--- config.mk ---
export PLATFORM = sky130hd
export DESIGN_NAME = alu_serial_sequencer
export DESIGN_NICKNAME = d
export VERILOG_FILES = /design/src/rtl/alu_serial_sequencer.sv
export SDC_FILE = /design/constraint.sdc
export NUM_CORES = 1
export LEC_CHECK = 0
export ABC_AREA = 1
export CAP_MARGIN = 20
export CORE_MARGIN = 4
export CORE_UTILIZATION = 51
export CTS_CLUSTER_SIZE = 16
export DETAILED_ROUTE_END_ITERATION = 6
export PLACE_DENSITY = 0.83
export SETUP_SLACK_MARGIN = 0.1
export SKIP_CTS_REPAIR_TIMING = 1
export SYNTH_ARGS = -nofsm -noshare
export SYNTH_HDL_FRONTEND = slang
export SYNTH_SLANG_ARGS = --single-unit
export TNS_END_PERCENT = 50
--- constraint.sdc ---
create_clock -name clk -period 3.7 [get_ports clk]
set_input_delay 0.37 -clock clk [delete_from_list [all_inputs] [get_ports clk]]
set_output_delay 0.37 -clock clk [all_outputs]
set_load 0.02 [all_outputs]
--- src/rtl/alu_serial_sequencer.sv ---
// Bit-serial sequencer that walks one external 1-bit ALU slice LSB-first over WIDTH cycles.
// Define ALU_SEQ_INBUF_EN to add a one-entry input holding buffer.
module alu_serial_sequencer #(
  parameter int WIDTH = 24,
  parameter int CNT_W = 5
) (
  input  logic             clk,
  input  logic             reset,
  input  logic             in_valid,
  output logic             in_ready,
  input  logic [WIDTH-1:0] in_a,
  input  logic [WIDTH-1:0] in_b,
  input  logic [4:0]       in_ctrl,
  output logic             s_a,
  output logic             s_b,
  output logic             s_ainv,
  output logic             s_binv,
  output logic             s_cin,
  output logic             s_less,
  output logic [2:0]       s_op,
  input  logic             s_result,
  input  logic             s_carryout,
  output logic             out_valid,
  input  logic             out_ready,
  output logic [WIDTH-1:0] out_result,
  output logic             out_carry,
  output logic             out_overflow,
  output logic             out_zero
);

  typedef enum logic [1:0] {IDLE, RUN, DONE} state_t;

  localparam logic [2:0] OP_AND = 3'b000;
  localparam logic [2:0] OP_ADD = 3'b010;
  localparam logic [2:0] OP_SLT = 3'b011;
  localparam logic [2:0] OP_XOR = 3'b100;

  state_t           state, state_nxt;
  logic [WIDTH-1:0] a_sh, b_sh;
  logic [WIDTH-2:0] res_sh;
  logic [4:0]       ctrl_q;
  logic [2:0]       op_q, slice_op;
  logic [CNT_W-1:0] cnt;
  logic             carry_q;
  logic             pending, chain, start, running, last_bit;
  logic [WIDTH-1:0] launch_a, launch_b;
  logic [4:0]       launch_ctrl;
  logic [WIDTH-1:0] full_word, final_result;
  logic             ovf_bit, arith;

  assign op_q      = ctrl_q[2:0];
  assign running   = (state == RUN);
  assign last_bit  = running && (cnt == CNT_W'(WIDTH-1));
  assign out_valid = (state == DONE);

`ifdef ALU_SEQ_INBUF_EN
  logic             buf_full, buf_load;
  logic [WIDTH-1:0] buf_a, buf_b;
  logic [4:0]       buf_ctrl;

  assign in_ready    = !buf_full;
  assign pending     = buf_full || in_valid;
  assign chain       = pending;
  assign launch_a    = buf_full ? buf_a : in_a;
  assign launch_b    = buf_full ? buf_b : in_b;
  assign launch_ctrl = buf_full ? buf_ctrl : in_ctrl;
  // A request arriving while nothing can start is parked; direct launches bypass the buffer.
  assign buf_load    = in_valid && !buf_full && !start;

  always_ff @(posedge clk or posedge reset) begin
    if (reset) begin
      buf_full <= 1'b0;
      buf_a    <= '0;
      buf_b    <= '0;
      buf_ctrl <= '0;
    end else if (start && buf_full) begin
      buf_full <= 1'b0;
    end else if (buf_load) begin
      buf_full <= 1'b1;
      buf_a    <= in_a;
      buf_b    <= in_b;
      buf_ctrl <= in_ctrl;
    end
  end
`else
  assign in_ready    = (state == IDLE);
  assign pending     = in_valid;
  assign chain       = 1'b0;
  assign launch_a    = in_a;
  assign launch_b    = in_b;
  assign launch_ctrl = in_ctrl;
`endif

  always_comb begin
    state_nxt = state;
    start     = 1'b0;
    case (state)
      IDLE: begin
        if (pending) begin
          start     = 1'b1;
          state_nxt = RUN;
        end
      end
      RUN: begin
        if (last_bit) state_nxt = DONE;
      end
      DONE: begin
        if (out_ready) begin
          state_nxt = IDLE;
          if (chain) begin
            start     = 1'b1;
            state_nxt = RUN;
          end
        end
      end
      default: state_nxt = IDLE;
    endcase
  end

  always_ff @(posedge clk or posedge reset) begin
    if (reset) state <= IDLE;
    else       state <= state_nxt;
  end

  // SLT borrows the adder path; undefined opcodes run as AND and are zeroed at the end.
  always_comb begin
    slice_op = op_q;
    if (op_q == OP_SLT)     slice_op = OP_ADD;
    else if (op_q > OP_XOR) slice_op = OP_AND;
  end

  assign s_a    = running & a_sh[0];
  assign s_b    = running & b_sh[0];
  assign s_ainv = running & ctrl_q[4];
  assign s_binv = running & ctrl_q[3];
  assign s_cin  = running & carry_q;
  assign s_less = 1'b0;
  assign s_op   = running ? slice_op : 3'b000;

  assign full_word = {s_result, res_sh};
  assign ovf_bit   = carry_q ^ s_carryout;
  assign arith     = (op_q == OP_ADD) || (op_q == OP_SLT);

  always_comb begin
    final_result = '0;
    if (op_q == OP_SLT)      final_result = {{(WIDTH-1){1'b0}}, s_result ^ ovf_bit};
    else if (op_q <= OP_XOR) final_result = full_word;
  end

  always_ff @(posedge clk or posedge reset) begin
    if (reset) begin
      a_sh         <= '0;
      b_sh         <= '0;
      res_sh       <= '0;
      ctrl_q       <= '0;
      cnt          <= '0;
      carry_q      <= 1'b0;
      out_result   <= '0;
      out_carry    <= 1'b0;
      out_overflow <= 1'b0;
      out_zero     <= 1'b0;
    end else if (start) begin
      a_sh    <= launch_a;
      b_sh    <= launch_b;
      ctrl_q  <= launch_ctrl;
      cnt     <= '0;
      carry_q <= launch_ctrl[3];
    end else if (running) begin
      carry_q <= s_carryout;
      res_sh  <= {s_result, res_sh[WIDTH-2:1]};
      a_sh    <= a_sh >> 1;
      b_sh    <= b_sh >> 1;
      cnt     <= cnt + 1'b1;
      if (last_bit) begin
        out_result   <= final_result;
        out_carry    <= arith & s_carryout;
        out_overflow <= arith & ovf_bit;
        out_zero     <= (final_result == '0);
      end
    end
  end

endmodule

==> results.json, run 1 <==
{
  "cts.root.buffer_cell": "clkbuf_8",
  "drt_first_pass_iters": 5,
  "r2r_slack_ns": 1.30,
  "ios": 97,
  "cp.required_ns": 3.33,
  "netlist_top_cells_count": "nand2_1, dfrtp_1, inv_1",
  "dr_total_vias": 3829,
  "synth_top_area_share": 0.573,
  "seq_area_um2": 2780,
  "cts_tree": "built",
  "path_class": "reg2out",
  "syn2layout_area_growth_pct": 24.5,
  "clock-sinks": 111,
  "die_y_um": 106,
  "post-route-period-util": 0.713,
  "layout-drive-gt1-share": 0.0518,
  "path_cells": "inv_1, nand2_2, nor2_1, clkdlybuf4s50_1",
  "fill_cells": 738,
  "hold_violations": 0,
  "gr-usage-all-layers": 0.196,
  "ys.warnings.count": 0,
  "fp.dieW_um": 106,
  "synthArstFlopShare": 1.00,
  "avgSynthCellArea_um2": 9.40,
  "globalplace.congestion": 0.822,
  "worstPathArrival_ns": 2.27,
  "grt_overflow": 0,
  "clk_latency_ns": 0.37,
  "rr_startpoint": "state[1]",
  "coreArea_um2": 9240,
  "ys_seq_elements": 111,
  "cts_buffer_depth": 2,
  "grt_start_max_net_pins": 60,
  "synth_area_leaders": "dfrtp_1, nand2_1, o221ai_1",
  "hp-class": "in2async",
  "worst_pin_slew_ns": 0.860,
  "synth.distinct_cells": 29,
  "die-area_um2": 11100,
  "final_max_slew_viol_count": 0,
  "slowest_delay_ns": 0.68,
  "drv_cap": 0,
  "synthesis.nets": 576,
  "via_per_inst": 5.26,
  "grt_pass1_vias": 3825,
  "synth_mux_area_frac": 0,
  "ir_drop_v": 0.000377,
  "wl_per_cell_um": 14.4,
  "startpoint_type": "flip-flop",
  "status": "finished, final reports clean",
  "synth-seq-area-share": 0.573,
  "reg2reg_to": "b_sh[18]",
  "p_per_area_nw_per_um2": 817,
  "antennaDiodeCount": 0,
  "slowest_stage": "clkdlybuf4s50_1",
  "fin_setup_tns_ns": 0,
  "timing.fmax_ghz": 0.379,
  "startpoint": "state[1]",
  "grt_pass1_wl_um": 17700,
  "worstPathMaxFanout": 35,
  "synth-main-ff-cell": "dfrtp_1",
  "postRouteAntennaNets": 0,
  "fin_worst_skew_ns": 0.0149,
  "synthesis.instances": 516,
  "cts_buffers": 9,
  "dp_hpwl_um": 7410,
  "netlist_area_um2": 4850,
  "maxUsedRoutingLayer": "met4",
  "crit_path_end_kind": "output pin",
  "yosys.area.top_type": "dfrtp_1",
  "io_buffer_count": 95,
  "dpl-instance-area_um2": 5830,
  "rsz0062_at_grt": "false",
  "fin_area_um2": 6040,
  "wl_met1_um": 4680,
  "finalNetCount": 654,
  "fin_crit_ns": 2.64,
  "reg2reg_depth": 5,
  "synth_compound_area_frac": 0.182,
  "drt-initial-drc-count": 221,
  "wl_met2_um": 5150,
  "fin_total_pwr_mw": 4.93,
  "htree_levels": 3,
  "synth_edf_count": 0,
  "synth_most_common_cell": "nand2_1",
  "drc": 0,
  "synth_adder_area_share": 0.00258,
  "yosys.area_share.simple": 0.137,
  "met3_length_um": 473,
  "initial_utilization": 0.525,
  "hold_ws_ns": 0.442,
  "slew_headroom": 0.425,
  "synth_top_family_by_area": "compound AO/OA/AOI/OAI gates",
  "rows": 35,
  "clk_pin_slew_worst_paths_ns": 0.10,
  "antenna_found_initial": 0,
  "setup_viol": 0,
  "multi_input_comb_area_um2": 1570,
  "wirelength_um": 10400,
  "leakage_nw": 2.72,
  "synth_xor_area_frac": 0
}
[registers in the layout (all words and copies together), names as in the netlist]
| name | cells |
|---|---|
| out_zero | 1 |
| a_sh | 24 |
| state | 2 |
| out_result | 24 |
| carry_q | 1 |
| out_overflow | 1 |
| out_carry | 1 |
| cnt | 5 |
| b_sh | 24 |
| res_sh | 23 |
| ctrl_q | 5 |
[cell usage in the layout, fill, tap and decap left out, types with 3 or more instances in the layout]
master | netlist | routed
clkbuf_8 | 0 | 10
nand2_1 | 131 | 131
o21ai_0 | 39 | 39
nand3_1 | 12 | 12
dfrtp_1 | 111 | 111
buf_4 | 5 | 3
o41ai_1 | 15 | 15
nor2_1 | 16 | 16
inv_2 | 5 | 5
inv_1 | 82 | 81
o221ai_1 | 47 | 47
o211ai_1 | 7 | 7
clkdlybuf4s50_1 | 0 | 95
[metrics by stage]
stage | std cells | utilization | setup slack (ns)
6_report | 728 | 0.654 | 1.06
4_1_cts | 727 | 0.652 | 1.04
3_5_place_dp | 711 | 0.631 | 1.33
5_1_grt | 728 | 0.654 | 0.910
2_1_floorplan | 516 | - | 0.399
3_3_place_gp | 711 | 0.631 | 1.40
[layer usage]
layer  vias up  global-route usage
met4         0              0.0666
met3        12              0.0325
met1      1831               0.261
li1       1879                   -
met5         -                   0
met2       107               0.326
[worst max-delay path by stage]
stage	endpoint	slack (ns)
2_1_floorplan	a_sh[0]	0.40
3_3_place_gp	b_sh[3]	1.40
3_5_place_dp	b_sh[17]	1.33
4_1_cts	s_op[1]	1.04
5_1_grt	s_op[2]	0.91
6_report	s_op[1]	1.06
[critical path, delay by kind of cell (launching register included)]
family                 cells  cell delay (ns)
and+or+nand+nor            2             0.72
DFF                        1             0.40
buffers and inverters      2             0.78
[layout make-up]
cell class / instances / share of cell area
clock inverters: 4 / 0.00912
multi-input cells: 285 / 0.259
inverters: 87 / 0.0545
flip-flops and latches: 111 / 0.460
well taps: 129 / 0.0267
repair buffers: 100 / 0.166
clock buffers: 12 / 0.0240
[logic make-up (layout without fill, tap and decap cells)]
kind of cell,Yosys count,after routing
other,1,1
AO/OA/AOI/OAI,117,117
AND/OR/NAND/NOR,166,166
buffers and inverters,120,203
flip-flops,111,111
adder cells (fa/ha/maj),1,1
[power breakdown]
group / leakage, nW / internal [mW] / switching, mW / total, mW
clock: 0.0968 / 0.335 / 0.403 / 0.738
sequential: 1.42 / 1.74 / 0.279 / 2.02
combinational: 1.21 / 0.877 / 1.30 / 2.17
total: 2.72 / 2.96 / 1.98 / 4.93
No activity file was read; power rests on OpenSTA's default activity.
==> inputs of run 2 (changes only) <==
==> constraint.sdc (replaced) <==
create_clock -name clk -period 2.7 [get_ports clk]
set_input_delay 0.27 -clock clk [delete_from_list [all_inputs] [get_ports clk]]
set_output_delay 0.27 -clock clk [all_outputs]
set_load 0.02 [all_outputs]
==> run 2 against run 1 <==
  * Setup slack got worse by 0.77 ns
  * Cell area grew 0.41%
  * Hold slack lost 0.028 ns
  * Final cell count increased by 0.69%
  * Combinational power is 41% higher
  * Critical path type unchanged
  * Critical endpoint unchanged
  * Largest cell class unchanged
  * Largest power group unchanged
==> results.json, run 2 (synthesized netlist as in run 1, its figures left out) <==
{
  "final_max_slew_viol_count": 0,
  "wl_per_cell_um": 14.9,
  "clock-sinks": 111,
  "drt-initial-drc-count": 204,
  "use_met2": 0.345,
  "slowest_stage": "clkdlybuf4s50_1",
  "final_cells": 733,
  "clk_pin_slew_worst_paths_ns": 0.11,
  "dr_total_vias": 3846,
  "path_cells": "inv_1, nand2_2, nor2_1, clkdlybuf4s50_1",
  "antennaDiodeCount": 0,
  "multi_input_comb_area_um2": 1570,
  "fin_setup_tns_ns": 0,
  "cts_tree": "built",
  "timing.fmax_ghz": 0.415,
  "crit_path_end_kind": "output pin",
  "initial_utilization": 0.525,
  "setup_viol": 0,
  "rows": 35,
  "fp.dieW_um": 106,
  "htree_levels": 3,
  "die-area_um2": 11100,
  "grt_pass1_vias": 3981,
  "layout-drive-gt1-share": 0.0629,
  "fin_total_pwr_mw": 6.79,
  "antenna_found_initial": 0,
  "cts_buffers": 9,
  "syn2layout_area_growth_pct": 25.0,
  "fill_cells": 748,
  "io_buffer_count": 95,
  "drt_first_pass_iters": 5,
  "worst_pin_slew_ns": 0.751,
  "top_usage_layer": "met2",
  "slew_headroom": 0.499,
  "dp_hpwl_um": 7750,
  "dp_cells": 717,
  "globalplace.congestion": 0.860,
  "startpoint_type": "flip-flop",
  "worst-path-stages": 4,
  "cts.root.buffer_cell": "clkbuf_8",
  "worstPathArrival_ns": 2.14,
  "grt_util_met3": 0.0410,
  "grt_start_max_net_pins": 112,
  "final_cell_mix": "nand2_1, dfrtp_1, clkdlybuf4s50_1, inv_1, o221ai_1",
  "seq_area_um2": 2780,
  "status": "finished, final reports clean",
  "ios": 97,
  "postRouteAntennaNets": 0,
  "gr-usage-all-layers": 0.205,
  "hold_violations": 0,
  "crit_buf_inv": 2,
  "cp.required_ns": 2.43,
  "layout_commonest_cell": "nand2_1",
  "wirelength_um": 10900,
  "hp-class": "in2async",
  "grtUsageMet1": 0.261,
  "ir_drop_v": 0.000424,
  "coreArea_um2": 9240,
  "p_per_area_nw_per_um2": 1120,
  "worstPathMaxFanout": 20,
  "slowest_delay_ns": 0.68,
  "finalNetCount": 659,
  "fin_crit_ns": 2.41,
  "critPathTopFamily": "buffers and inverters",
  "reg2reg_depth": 7,
  "leakage_nw": 2.74,
  "die_y_um": 106,
  "rsz0062_at_grt": "false",
  "post-route-period-util": 0.893,
  "grt_pass1_wl_um": 18500,
  "drv_cap": 0,
  "via_per_inst": 5.25,
  "final_core_util": 0.656,
  "top_regs": "a_sh: 24 flops, b_sh: 24 flops, out_result: 24 flops",
  "fin_worst_skew_ns": 0.0134,
  "path_class": "reg2out",
  "clk_latency_ns": 0.37,
  "drc": 0,
  "cts_buffer_depth": 2,
  "grt_overflow": 0
}
==> run 2: changes by cell type in the layout (fill, tap and decap cells not counted) <==
cell	previous run	this run
bufinv_16	1	0
inv_4	1	0
clkinvlp_4	1	2
inv_8	0	2
clkinv_2	0	1
buf_4	3	9
inv_6	0	1
clkbuf_1	2	0
buf_6	1	0
clkinv_4	2	1
==> run 2: cell type report <==
class                   count  area share
clock buffers              10      0.0227
well taps                 129      0.0266
clock inverters             6     0.00867
flip-flops and latches    111       0.458
inverters                  87      0.0545
multi-input cells         285       0.258
repair buffers            105       0.171
==> run 2: where the power goes <==
part / total, mW / switching [mW] / leakage (nW) / internal [mW]
Combinational: 3.06 / 1.82 / 1.23 / 1.24
Sequential: 2.78 / 0.390 / 1.42 / 2.39
Clock: 0.957 / 0.579 / 0.0967 / 0.378
Total: 6.79 / 2.79 / 2.74 / 4.00
==> run 2: stage by stage <==
step	hold WS [ns]	setup slack (ns)	instance area (µm²)
2_1_floorplan	0.356	0.920	4850
3_3_place_gp	0.465	0.727	5870
3_5_place_dp	0.463	0.638	5870
4_1_cts	0.438	0.291	6060
5_1_grt	0.454	0.189	6060
6_report	0.414	0.288	6060
==> run 2: path summary, 6_finish.rpt <==
kind,from,endpoint,slack (ns)
worst max-delay path,state[1],s_op[1],0.29
worst min-delay path,reset,b_sh[12],0.41
worst max register to register,state[1],out_result[7],0.61
worst min register to register,out_result[16],out_result[16],0.49
max in group asynchronous,reset,a_sh[4],1.85
min in group clk,in_ctrl[4],ctrl_q[4],0.46
==> run 2: metal layers <==
layer | routed length (µm) | share of wire
met4 | 189 | 0.017
met1 | 4670 | 0.43
met3 | 664 | 0.061
met2 | 5410 | 0.49
met5 | 0 | 0
==> run 2: worst register-to-register path: cells and delay by family (launching register included) <==
family          cells  cell delay [ns]
compound gates      1             0.11
buf+inv             3             0.94
flops               1             0.38
simple gates        3             0.56
